File: src/rtl/noc_vc_input_queue_pkg.sv
// Shared types and width helpers for the virtual-channel input queue.
// Flits use [0:PL-1] ordering so the valid flag sits in bit 0, the MSB.
package noc_queue_pkg;

    localparam int PL        = 16;
    localparam int VALID_BIT = 0;

    typedef logic [0:PL-1] flit_t;

    // A single VC still needs a one-bit select so the port never collapses to zero width.
    function automatic int vc_width(input int num_vc);
        return (num_vc > 1) ? $clog2(num_vc) : 1;
    endfunction

    function automatic int cnt_width(input int depth);
        return $clog2(depth + 1);
    endfunction

endpackage

File: src/rtl/noc_vc_input_queue_if.sv
// Link-side and arbiter-side signals of the input queue.
// The master modport drives flits and pops; the slave modport is the queue itself.
interface noc_vc_input_queue_if
    import noc_queue_pkg::*;
#(
    parameter int PL_W   = PL,
    parameter int DEPTH  = 4,
    parameter int NUM_VC = 2,
    parameter int VC_W   = vc_width(NUM_VC),
    parameter int CNT_W  = cnt_width(DEPTH)
);
    // No handshake beyond this: a push is data_in[0]=1, and the sender must respect
    // availability_signal or the flit is dropped and overflow_err is raised.
    logic [0:PL_W-1]                  data_in;
    logic [VC_W-1:0]                  vc_sel_in;
    logic [NUM_VC-1:0]                shift_signal;
    logic                             err_clr;
    logic [NUM_VC-1:0][0:PL_W-1]      data_out;
    logic [NUM_VC-1:0]                availability_signal;
    logic [NUM_VC-1:0][CNT_W-1:0]     count;
    logic [NUM_VC-1:0]                overflow_err;

    modport master (
        output data_in, vc_sel_in, shift_signal, err_clr,
        input  data_out, availability_signal, count, overflow_err
    );

    modport slave (
        input  data_in, vc_sel_in, shift_signal, err_clr,
        output data_out, availability_signal, count, overflow_err
    );

endinterface

File: src/rtl/noc_vc_input_queue_lane.sv
// One virtual channel: a DEPTH-entry compacting shift queue with occupancy and a sticky
// overflow flag. Head is always entry 0; vacated entries are zeroed so an empty head reads 0.
module noc_vc_queue_lane
    import noc_queue_pkg::*;
#(
    parameter int PL_W  = PL,
    parameter int DEPTH = 4,
    parameter int CNT_W = cnt_width(DEPTH)
) (
    input  logic              clk,
    input  logic              rst_n,
    input  logic              push,
    input  logic              pop,
    input  logic [0:PL_W-1]   flit_in,
    input  logic              err_clr,
    output logic [0:PL_W-1]   head,
    output logic              avail,
    output logic [CNT_W-1:0]  count,
    output logic              overflow
);

    logic [0:PL_W-1]  mem     [DEPTH];
    logic [0:PL_W-1]  mem_nxt [DEPTH];
    logic [CNT_W-1:0] cnt;
    logic [CNT_W-1:0] cnt_nxt;
    logic             ovf;
    logic             ovf_set;
    logic             pop_eff;
    logic             full;

    assign full    = (cnt == CNT_W'(DEPTH));
    assign pop_eff = pop && (cnt != '0);

    always_comb begin
        mem_nxt = mem;
        cnt_nxt = cnt;
        ovf_set = 1'b0;
        if (pop_eff) begin
            for (int i = 0; i < DEPTH - 1; i++) begin
                mem_nxt[i] = mem[i + 1];
            end
            mem_nxt[DEPTH-1] = '0;
            // A simultaneous push lands in the slot the shift just freed, so a full VC stays full.
            if (push) begin
                for (int i = 0; i < DEPTH; i++) begin
                    if (CNT_W'(i) == cnt - CNT_W'(1)) mem_nxt[i] = flit_in;
                end
            end else begin
                cnt_nxt = cnt - CNT_W'(1);
            end
        end else if (push) begin
            if (!full) begin
                for (int i = 0; i < DEPTH; i++) begin
                    if (CNT_W'(i) == cnt) mem_nxt[i] = flit_in;
                end
                cnt_nxt = cnt + CNT_W'(1);
            end else begin
                ovf_set = 1'b1;
            end
        end
    end

    // State advances on the falling edge so the arbiter sees stable heads at the rising edge.
    always_ff @(negedge clk or negedge rst_n) begin
        if (!rst_n) begin
            for (int i = 0; i < DEPTH; i++) begin
                mem[i] <= '0;
            end
            cnt <= '0;
            ovf <= 1'b0;
        end else begin
            mem <= mem_nxt;
            cnt <= cnt_nxt;
            if (ovf_set)      ovf <= 1'b1;
            else if (err_clr) ovf <= 1'b0;
        end
    end

    assign head     = mem[0];
    assign avail    = !full;
    assign count    = cnt;
    assign overflow = ovf;

endmodule

File: src/rtl/noc_vc_input_queue.sv
// NoC router input buffer: NUM_VC independent compacting FIFOs between the link receiver
// and the arbiter. The top only steers incoming flits to a lane and fans out control.
module noc_vc_input_queue
    import noc_queue_pkg::*;
#(
    parameter int PL_W   = PL,
    parameter int DEPTH  = 4,
    parameter int NUM_VC = 2,
    parameter int VC_W   = vc_width(NUM_VC),
    parameter int CNT_W  = cnt_width(DEPTH)
) (
    input  logic                clk,
    input  logic                rst_n,
    noc_vc_input_queue_if.slave bus
);

    logic flit_valid;

    assign flit_valid = bus.data_in[VALID_BIT];

    for (genvar v = 0; v < NUM_VC; v++) begin : g_lane
        logic              push;
        logic [0:PL_W-1]   head;
        logic              avail;
        logic [CNT_W-1:0]  cnt;
        logic              ovf;

        // Select values with no matching lane never assert any push, so they drop silently.
        assign push = flit_valid && (bus.vc_sel_in == VC_W'(v));

        noc_vc_queue_lane #(
            .PL_W  (PL_W),
            .DEPTH (DEPTH),
            .CNT_W (CNT_W)
        ) u_lane (
            .clk      (clk),
            .rst_n    (rst_n),
            .push     (push),
            .pop      (bus.shift_signal[v]),
            .flit_in  (bus.data_in),
            .err_clr  (bus.err_clr),
            .head     (head),
            .avail    (avail),
            .count    (cnt),
            .overflow (ovf)
        );

        assign bus.data_out[v]            = head;
        assign bus.availability_signal[v] = avail;
        assign bus.count[v]               = cnt;
        assign bus.overflow_err[v]        = ovf;
    end

endmodule
File: src/flat_wrapper.sv
// flat-port wrapper written by rule: the top's interface ports become plain ports
module noc_vc_input_queue_flat import noc_queue_pkg::*;
#(
    parameter int PL_W   = PL,
    parameter int DEPTH  = 4,
    parameter int NUM_VC = 2,
    parameter int VC_W   = vc_width(NUM_VC),
    parameter int CNT_W  = cnt_width(DEPTH)
)
  (clk, rst_n, bus_data_in, bus_vc_sel_in, bus_shift_signal, bus_err_clr, bus_data_out, bus_availability_signal, bus_count, bus_overflow_err);
  noc_vc_input_queue_if #(.PL_W(PL_W), .DEPTH(DEPTH), .NUM_VC(NUM_VC), .VC_W(VC_W), .CNT_W(CNT_W)) bus_i ();
  input  logic clk;
  input  logic rst_n;
  input wire logic [$bits(bus_i.data_in)-1:0] bus_data_in;
  input wire logic [$bits(bus_i.vc_sel_in)-1:0] bus_vc_sel_in;
  input wire logic [$bits(bus_i.shift_signal)-1:0] bus_shift_signal;
  input wire logic [$bits(bus_i.err_clr)-1:0] bus_err_clr;
  output wire logic [$bits(bus_i.data_out)-1:0] bus_data_out;
  output wire logic [$bits(bus_i.availability_signal)-1:0] bus_availability_signal;
  output wire logic [$bits(bus_i.count)-1:0] bus_count;
  output wire logic [$bits(bus_i.overflow_err)-1:0] bus_overflow_err;
  assign bus_i.data_in = bus_data_in;
  assign bus_i.vc_sel_in = bus_vc_sel_in;
  assign bus_i.shift_signal = bus_shift_signal;
  assign bus_i.err_clr = bus_err_clr;
  assign bus_data_out = bus_i.data_out;
  assign bus_availability_signal = bus_i.availability_signal;
  assign bus_count = bus_i.count;
  assign bus_overflow_err = bus_i.overflow_err;
  noc_vc_input_queue #(.PL_W(PL_W), .DEPTH(DEPTH), .NUM_VC(NUM_VC), .VC_W(VC_W), .CNT_W(CNT_W)) u_core (.clk(clk), .rst_n(rst_n), .bus(bus_i));
endmodule
File: config.mk
export PLATFORM = sky130hd
export DESIGN_NAME = noc_vc_input_queue_flat
export DESIGN_NICKNAME = d
export VERILOG_FILES = /design/src/rtl/noc_vc_input_queue_pkg.sv /design/src/rtl/noc_vc_input_queue_if.sv /design/src/rtl/noc_vc_input_queue_lane.sv /design/src/rtl/noc_vc_input_queue.sv /design/src/flat_wrapper.sv
export SDC_FILE = /design/constraint.sdc
export NUM_CORES = 1
export LEC_CHECK = 0
export ABC_AREA = 1
export CAP_MARGIN = 20
export CORE_ASPECT_RATIO = 1.4
export CORE_MARGIN = 3
export CORE_UTILIZATION = 30
export DETAILED_ROUTE_END_ITERATION = 7
export GPL_ROUTABILITY_DRIVEN = 1
export GPL_TIMING_DRIVEN = 0
export SLEW_MARGIN = 20
export SYNTH_ARGS = -nofsm -noshare
export SYNTH_HDL_FRONTEND = slang
export SYNTH_HIERARCHICAL = 1
export SYNTH_SLANG_ARGS = --single-unit
File: constraint.sdc
create_clock -name clk -period 1.5 [get_ports clk]
set_input_delay 0.15 -clock clk [delete_from_list [all_inputs] [get_ports clk]]
set_output_delay 0.15 -clock clk [all_outputs]
set_load 0.05 [all_outputs]
==> results.tsv, run 1 <==
metric	value	unit
status	complete, but fails checks	
violations	negative setup slack	
drv_slew	0	
htreeDepth	4	
via_per_inst	5.067	
holdBufCountCts	0	
critPathCapture	bus_availability_signal[0]	
grt_max_degree	75	
hold_viol_final	0	
worstSkewPairLatency	0.40	ns
synth_top_area_share	44.50	%
worstRegToRegCells	12	
n_antenna_cell	0	
grt_pass1_vias	7805	
die_height	194.9	µm
wire_per_inst	17.82	µm
crit_arrival	2.12	ns
crit_type	reg2out	
place_area	8855	µm²
num_vias	7575	
grt_first_pass_wirelength	40370	µm
final_common_cell	nand2_1	
final.setup.tns	-63.98	ns
synth_area_leader_cell	dfrtn_1	
drtPass1Iterations	5	
critPathMaxFanout	2	
rsz0062_at_grt	yes	
rr_startpoint	u_core/g_lane[0].u_lane/count[1]$_DFFE_NN0P_	
drv_cap	0	
dp_hpwl	16220	µm
area_growth	62.03	%
synth-seq-cells	136	
critPathRequiredTime	1.35	ns
antenna_found_initial	0	
cts_buffer_depth	2	
multi_input_area	4815	µm²
cts_tree	built	
p_leak	0.005966	µW
cts-buffers-inserted	17	
syn_area	7649	µm²
seq_area	3403	µm²
r2r_end	u_core/g_lane[0].u_lane/mem[47]$_DFFE_NN0P_	
grt_use_total	18.52	%
crit_path_start	u_core/g_lane[0].u_lane/count[1]$_DFFE_NN0P_	
start_kind	register	
synth.distinct_cells	28	
clk_pin_slew	0.04	ns
setup_slack	-0.7743	ns
syn_avg_cell_area	7.718	µm²
slew-limit-headroom	59.42	%
hp-class	in2async	
drt_iter0_drc	492	
cts_root_buffer	clkbuf_16	
rrSetupSlack	-0.44	ns
final_area	12390	µm²
rows	68	
fin_hold_ws	0.3556	ns
drt-total-wl	26630	µm
netlist_top_cells_area	dfrtn_1, nand2_1, nand3_1	
routabilityCongestion	0.8154	
yosys_warnings	6	
syn-num-nets	1027	
cp-end-kind	output pin	
cts_num_sinks	136	
die_w	140.9	µm
power.density	2338	nW/µm²
ant_nets	0	
synth-seq-area-share	44.50	%
overflow	0	
power	28970	µW
setup_violations	176	
fp.coreArea	24840	µm²
post-route-util	49.88	%
syn_inst	991	
skew	0.007720	ns
drive_above_1_share	45.59	%
die-area	27470	µm²
ios	64	
fin_nets	1203	
fillCellCount	2219	
ir_drop	0.001054	V
initial_core_util	30.79	%
port_buffers	63	
post-route-drc-count	0	
tightest_slew	0.6086	ns
final_cell_mix	nand2_1, dfrtn_1, nand3_1, nand3_2, a21oi_1	
==> cells in the mapped netlist <==
cell type	number
o21ai_2	1
buf_6	14
buf_2	25
o21ai_4	1
o21ai_1	1
inv_1	45
a21boi_2	2
xnor2_1	1
nand2_1	298
o32ai_1	2
buf_1	1
buf_8	1
inv_2	7
nand3b_2	5
nor2_1	64
nand3b_4	1
inv_4	1
nand3_1	203
dfrtn_1	136
nand2_4	8
clkbuf_1	4
ha_1	14
nand3_2	5
a21oi_1	96
nand2_2	6
buf_4	47
o21ai_0	1
nor2_2	1
==> layer usage <==
layer | track usage (%) | share of wire (%) | vias to the layer above
met5 | 0 | 0 | -
met4 | 11.24 | 5.8 | 0
met3 | 3.027 | 3.3 | 95
li1 | - | - | 3579
met2 | 34.66 | 56 | 246
met1 | 18.91 | 35 | 3655
==> critical path: stages, from the launching register on <==
cell	delay [ns]
dfrtn_1	0.44
inv_2	0.07
ha_4	0.17
nand2_4	0.07
buf_8	0.09
buf_8	0.13
==> flip-flops by register name, indices dropped and copies added, names as in the netlist <==
register                       cells
u_core/g_lane.u_lane/head         32
u_core/g_lane.u_lane/count         6
u_core/g_lane.u_lane/mem          96
u_core/g_lane.u_lane/overflow      2
==> what timing repair did <==
action                     in CTS  in global routing
pin swaps                      57                 20
resized for setup             662                150
setup endpoints to repair     178                176
cloned                         14                  6
buffers inserted               71                 25
==> how the worst min path moves through the flow <==
stage | startpoint | end | slack [ns] | cells past startpoint
5_1_grt | rst_n | u_core/g_lane[0].u_lane/overflow$_DFFE_NN0P_ | 0.40 | 1
6_report | rst_n | u_core/g_lane[0].u_lane/overflow$_DFFE_NN0P_ | 0.36 | 1
2_1_floorplan | u_core/g_lane[0].u_lane/mem[22]$_DFFE_NN0P_ | u_core/g_lane[0].u_lane/mem[22]$_DFFE_NN0P_ | 0.43 | 2
3_3_place_gp | u_core/g_lane[1].u_lane/mem[31]$_DFFE_NN0P_ | u_core/g_lane[1].u_lane/mem[31]$_DFFE_NN0P_ | 0.44 | 2
3_5_place_dp | u_core/g_lane[1].u_lane/mem[45]$_DFFE_NN0P_ | u_core/g_lane[1].u_lane/mem[45]$_DFFE_NN0P_ | 0.44 | 2
4_1_cts | rst_n | u_core/g_lane[1].u_lane/count[2]$_DFFE_NN0P_ | 0.38 | 1
==> area by class of cell <==
class                   instances  area share [%]
clock inverters                10           1.333
well taps                     315           3.180
flip-flops and latches        136           27.46
multi-input cells             712           38.85
repair buffers                175           16.72
inverters                      53           1.747
clock buffers                  22           3.907
plain buffers                  72           6.805
==> logic make-up (layout without fill, tap and decap cells) <==
| family | Yosys count | in the layout | synth area share, % |
|---|---|---|---|
| flops | 136 | 136 | 44.50 |
| simple gates | 591 | 593 | 34.45 |
| xor+xnor | 1 | 1 | 0.1145 |
| buf+inv | 145 | 332 | 11.39 |
| fa+ha+maj | 14 | 14 | 2.290 |
| compound gates | 104 | 104 | 7.263 |
==> power breakdown <==
| group | total (µW) | internal, µW | switching (µW) |
|---|---|---|---|
| clock network | 4640 | 2970 | 1680 |
| logic | 17200 | 7960 | 9290 |
| registers | 7080 | 5660 | 1420 |
==> metrics by stage <==
| step | instances | worst slack (ns) |
|---|---|---|
| 3_3_place_gp | 1369 | -5.952 |
| 3_5_place_dp | 1370 | -1.496 |
| 6_report | 1495 | -0.7743 |
| 2_1_floorplan | 991 | -0.7284 |
| 5_1_grt | 1495 | -0.8028 |
| 4_1_cts | 1472 | -0.7852 |
Power figures use the tool's default switching activity.
==> run 2: changes to the inputs <==
ABC_CLOCK_PERIOD_IN_PS = 1500   (was default)
CTS_CLUSTER_SIZE = 12   (was default)
DONT_BUFFER_PORTS = 1   (was default)
==> results.tsv, run 2 (synthesis results as in run 1) <==
metric	value	unit	change
die_height	194.9	µm	unchanged
drive_above_1_share	24.63	%	was 45.59%
die-area	27470	µm²	unchanged
fin_nets	1099		was 1,203
critPathMaxFanout	6		was 2
n_antenna_cell	0		unchanged
worstRegToRegCells	14		was 12
rrSetupSlack	-1.05	ns	was -0.44 ns
post-route-util	39.41	%	was 49.88%
ant_nets	0		unchanged
crit_path_start	u_core/g_lane[0].u_lane/count[0]$_DFFE_NN0P_		was u_core/g_lane[0].u_lane/count[1]$_DFFE_NN0P_
grt_pass1_vias	7030		was 7,805
skew	0.006360	ns	was 0.007720 ns
fin_cells	1391		was 1,495
drv_cap	0		unchanged
antenna_found_initial	0		unchanged
cp_top_family	flip-flops		unchanged
start_kind	register		unchanged
largest_reg_flops	96		unchanged
critPathSlowestCell	dfrtn_1		unchanged
cts-buffers-inserted	17		unchanged
tightest_slew	0.8108	ns	was 0.6086 ns
overflow	0		unchanged
via_per_inst	4.914		was 5.067
setup_violations	178		was 176
clk_pin_slew	0.05	ns	was 0.04 ns
final_cell_mix	nand2_1, nand3_1, dfrtn_1, a21oi_1, buf_6		was nand2_1, dfrtn_1, nand3_1, nand3_2, a21oi_1
slowest_delay	0.82	ns	was 0.44 ns
rsz0062_at_grt	yes		unchanged
power	23380	µW	was 28,970 µW
critPathBufInv	2		was 3
drt_iter0_drc	424		was 492
die_w	140.9	µm	unchanged
initial_core_util	30.79	%	unchanged
critPathCapture	bus_availability_signal[0]		unchanged
num_vias	6836		was 7,575
cts_root_buffer	clkbuf_16		unchanged
drt-total-wl	23080	µm	was 26,630 µm
hp-class	in2async		unchanged
cp-end-kind	output pin		unchanged
drv_slew	0		unchanged
setup_slack	-1.194	ns	was -0.7743 ns
grt_max_degree	137		was 75
cts_buffer_depth	2		unchanged
power.density	2388	nW/µm²	was 2338 nW/µm²
post-route-drc-count	0		unchanged
dpl.cell_count	1306		was 1,370
ir_drop	0.001006	V	was 0.001054 V
worstSkewPairLatency	0.41	ns	was 0.40 ns
p_leak	0.004770	µW	was 0.005966 µW
wire_per_inst	16.59	µm	was 17.82 µm
crit_cells	4		was 5
htreeDepth	4		unchanged
rr_startpoint	u_core/g_lane[1].u_lane/count[0]$_DFFE_NN0P_		was u_core/g_lane[0].u_lane/count[1]$_DFFE_NN0P_
crit_type	reg2out		unchanged
cts_num_sinks	136		unchanged
ios	64		unchanged
holdBufCountCts	0		unchanged
area_growth	28.01	%	was 62.03%
slew-limit-headroom	45.95	%	was 59.42%
routabilityCongestion	0.8105		was 0.8154
crit_arrival	2.54	ns	was 2.12 ns
largest-register	u_core/g_lane.u_lane/mem		unchanged
drtPass1Iterations	5		unchanged
status	complete, but fails checks		unchanged
cts_tree	built		unchanged
r2r_end	u_core/g_lane[1].u_lane/mem[30]$_DFFE_NN0P_		was u_core/g_lane[0].u_lane/mem[47]$_DFFE_NN0P_
hold_viol_final	0		unchanged
path_cells	inv_2 > ha_4 > nand2_4 > buf_8		was inv_2 > ha_4 > nand2_4 > buf_8 > buf_8
rows	68		unchanged
port_buffers	0		was 63
fp.coreArea	24840	µm²	unchanged
grt_use_total	17.08	%	was 18.52%
dp_hpwl	16170	µm	was 16,220 µm
violations	negative setup slack		unchanged
grt_first_pass_wirelength	36850	µm	was 40,370 µm
final_common_cell	nand2_1		unchanged
critPathRequiredTime	1.35	ns	about the same
run 2: layer usage:
layer	GRT usage, %	share of wire (%)	wire, µm
met1	17.90	36	8344
met2	31.57	55	12800
met3	3.273	3.5	803
met4	9.372	4.9	1130
met5	0	0	0
run 2: power by group:
group	internal, µW	switching, µW	total, µW
logic	4820	7000	11800
clock network	2580	1770	4350
registers	5650	1560	7210
total	13100	10300	23400
run 2: area by class of cell:
cell class	instances	area [µm²]
Fill cell	2523	15050
Multi-Input combinational cell	711	3772
Sequential cell	136	3403
Buffer	92	894.6
Timing Repair Buffer	52	513.0
Clock buffer	19	452.9
Tap cell	315	394.1
Inverter	53	203.9
Clock inverter	13	156.4
run 2: what timing repair did:
action / in CTS / in global routing
gates cloned: 7 / 4
hold endpoints to repair: 0 / 0
setup buffers: 36 / 12
pin swaps: 24 / 16
endpoints found under the setup margin: 178 / 178
gates resized for setup: 104 / 42
run 2: per-stage QoR:
step / worst slack [ns] / setup TNS (ns) / cell area, µm² / hold slack, ns
4_1_cts: -1.224 / -137.16 / 9523 / 0.06128
5_1_grt: -1.256 / -155.51 / 9791 / 0.06464
2_1_floorplan: -0.7284 / -56.95 / 7797 / 0.4264
3_3_place_gp: -0.8516 / -86.69 / 8192 / 0.4397
6_report: -1.194 / -139.44 / 9791 / 0.08494
3_5_place_dp: -0.8660 / -88.76 / 8192 / 0.4440
run 2: how the worst min path moves through the flow:
stage,depth (start not counted),to
3_5_place_dp,2,u_core/g_lane[1].u_lane/mem[45]$_DFFE_NN0P_
6_report,0,u_core/g_lane[1].u_lane/mem[33]$_DFFE_NN0P_
3_3_place_gp,2,u_core/g_lane[1].u_lane/mem[31]$_DFFE_NN0P_
5_1_grt,0,u_core/g_lane[1].u_lane/mem[33]$_DFFE_NN0P_
4_1_cts,0,u_core/g_lane[1].u_lane/count[1]$_DFFE_NN0P_
2_1_floorplan,2,u_core/g_lane[0].u_lane/mem[22]$_DFFE_NN0P_
run 2: worst reg2reg max path: stages, from the launching register on:
cell      delay, ns
dfrtn_1        0.82
inv_2          0.11
buf_4          0.17
buf_6          0.10
buf_6          0.10
buf_6          0.10
buf_6          0.11
ha_4           0.18
inv_4          0.07
nand2_8        0.07
nand3b_4       0.19
nand2_8        0.09
buf_4          0.16
nand2_1        0.06
nand3_1        0.06
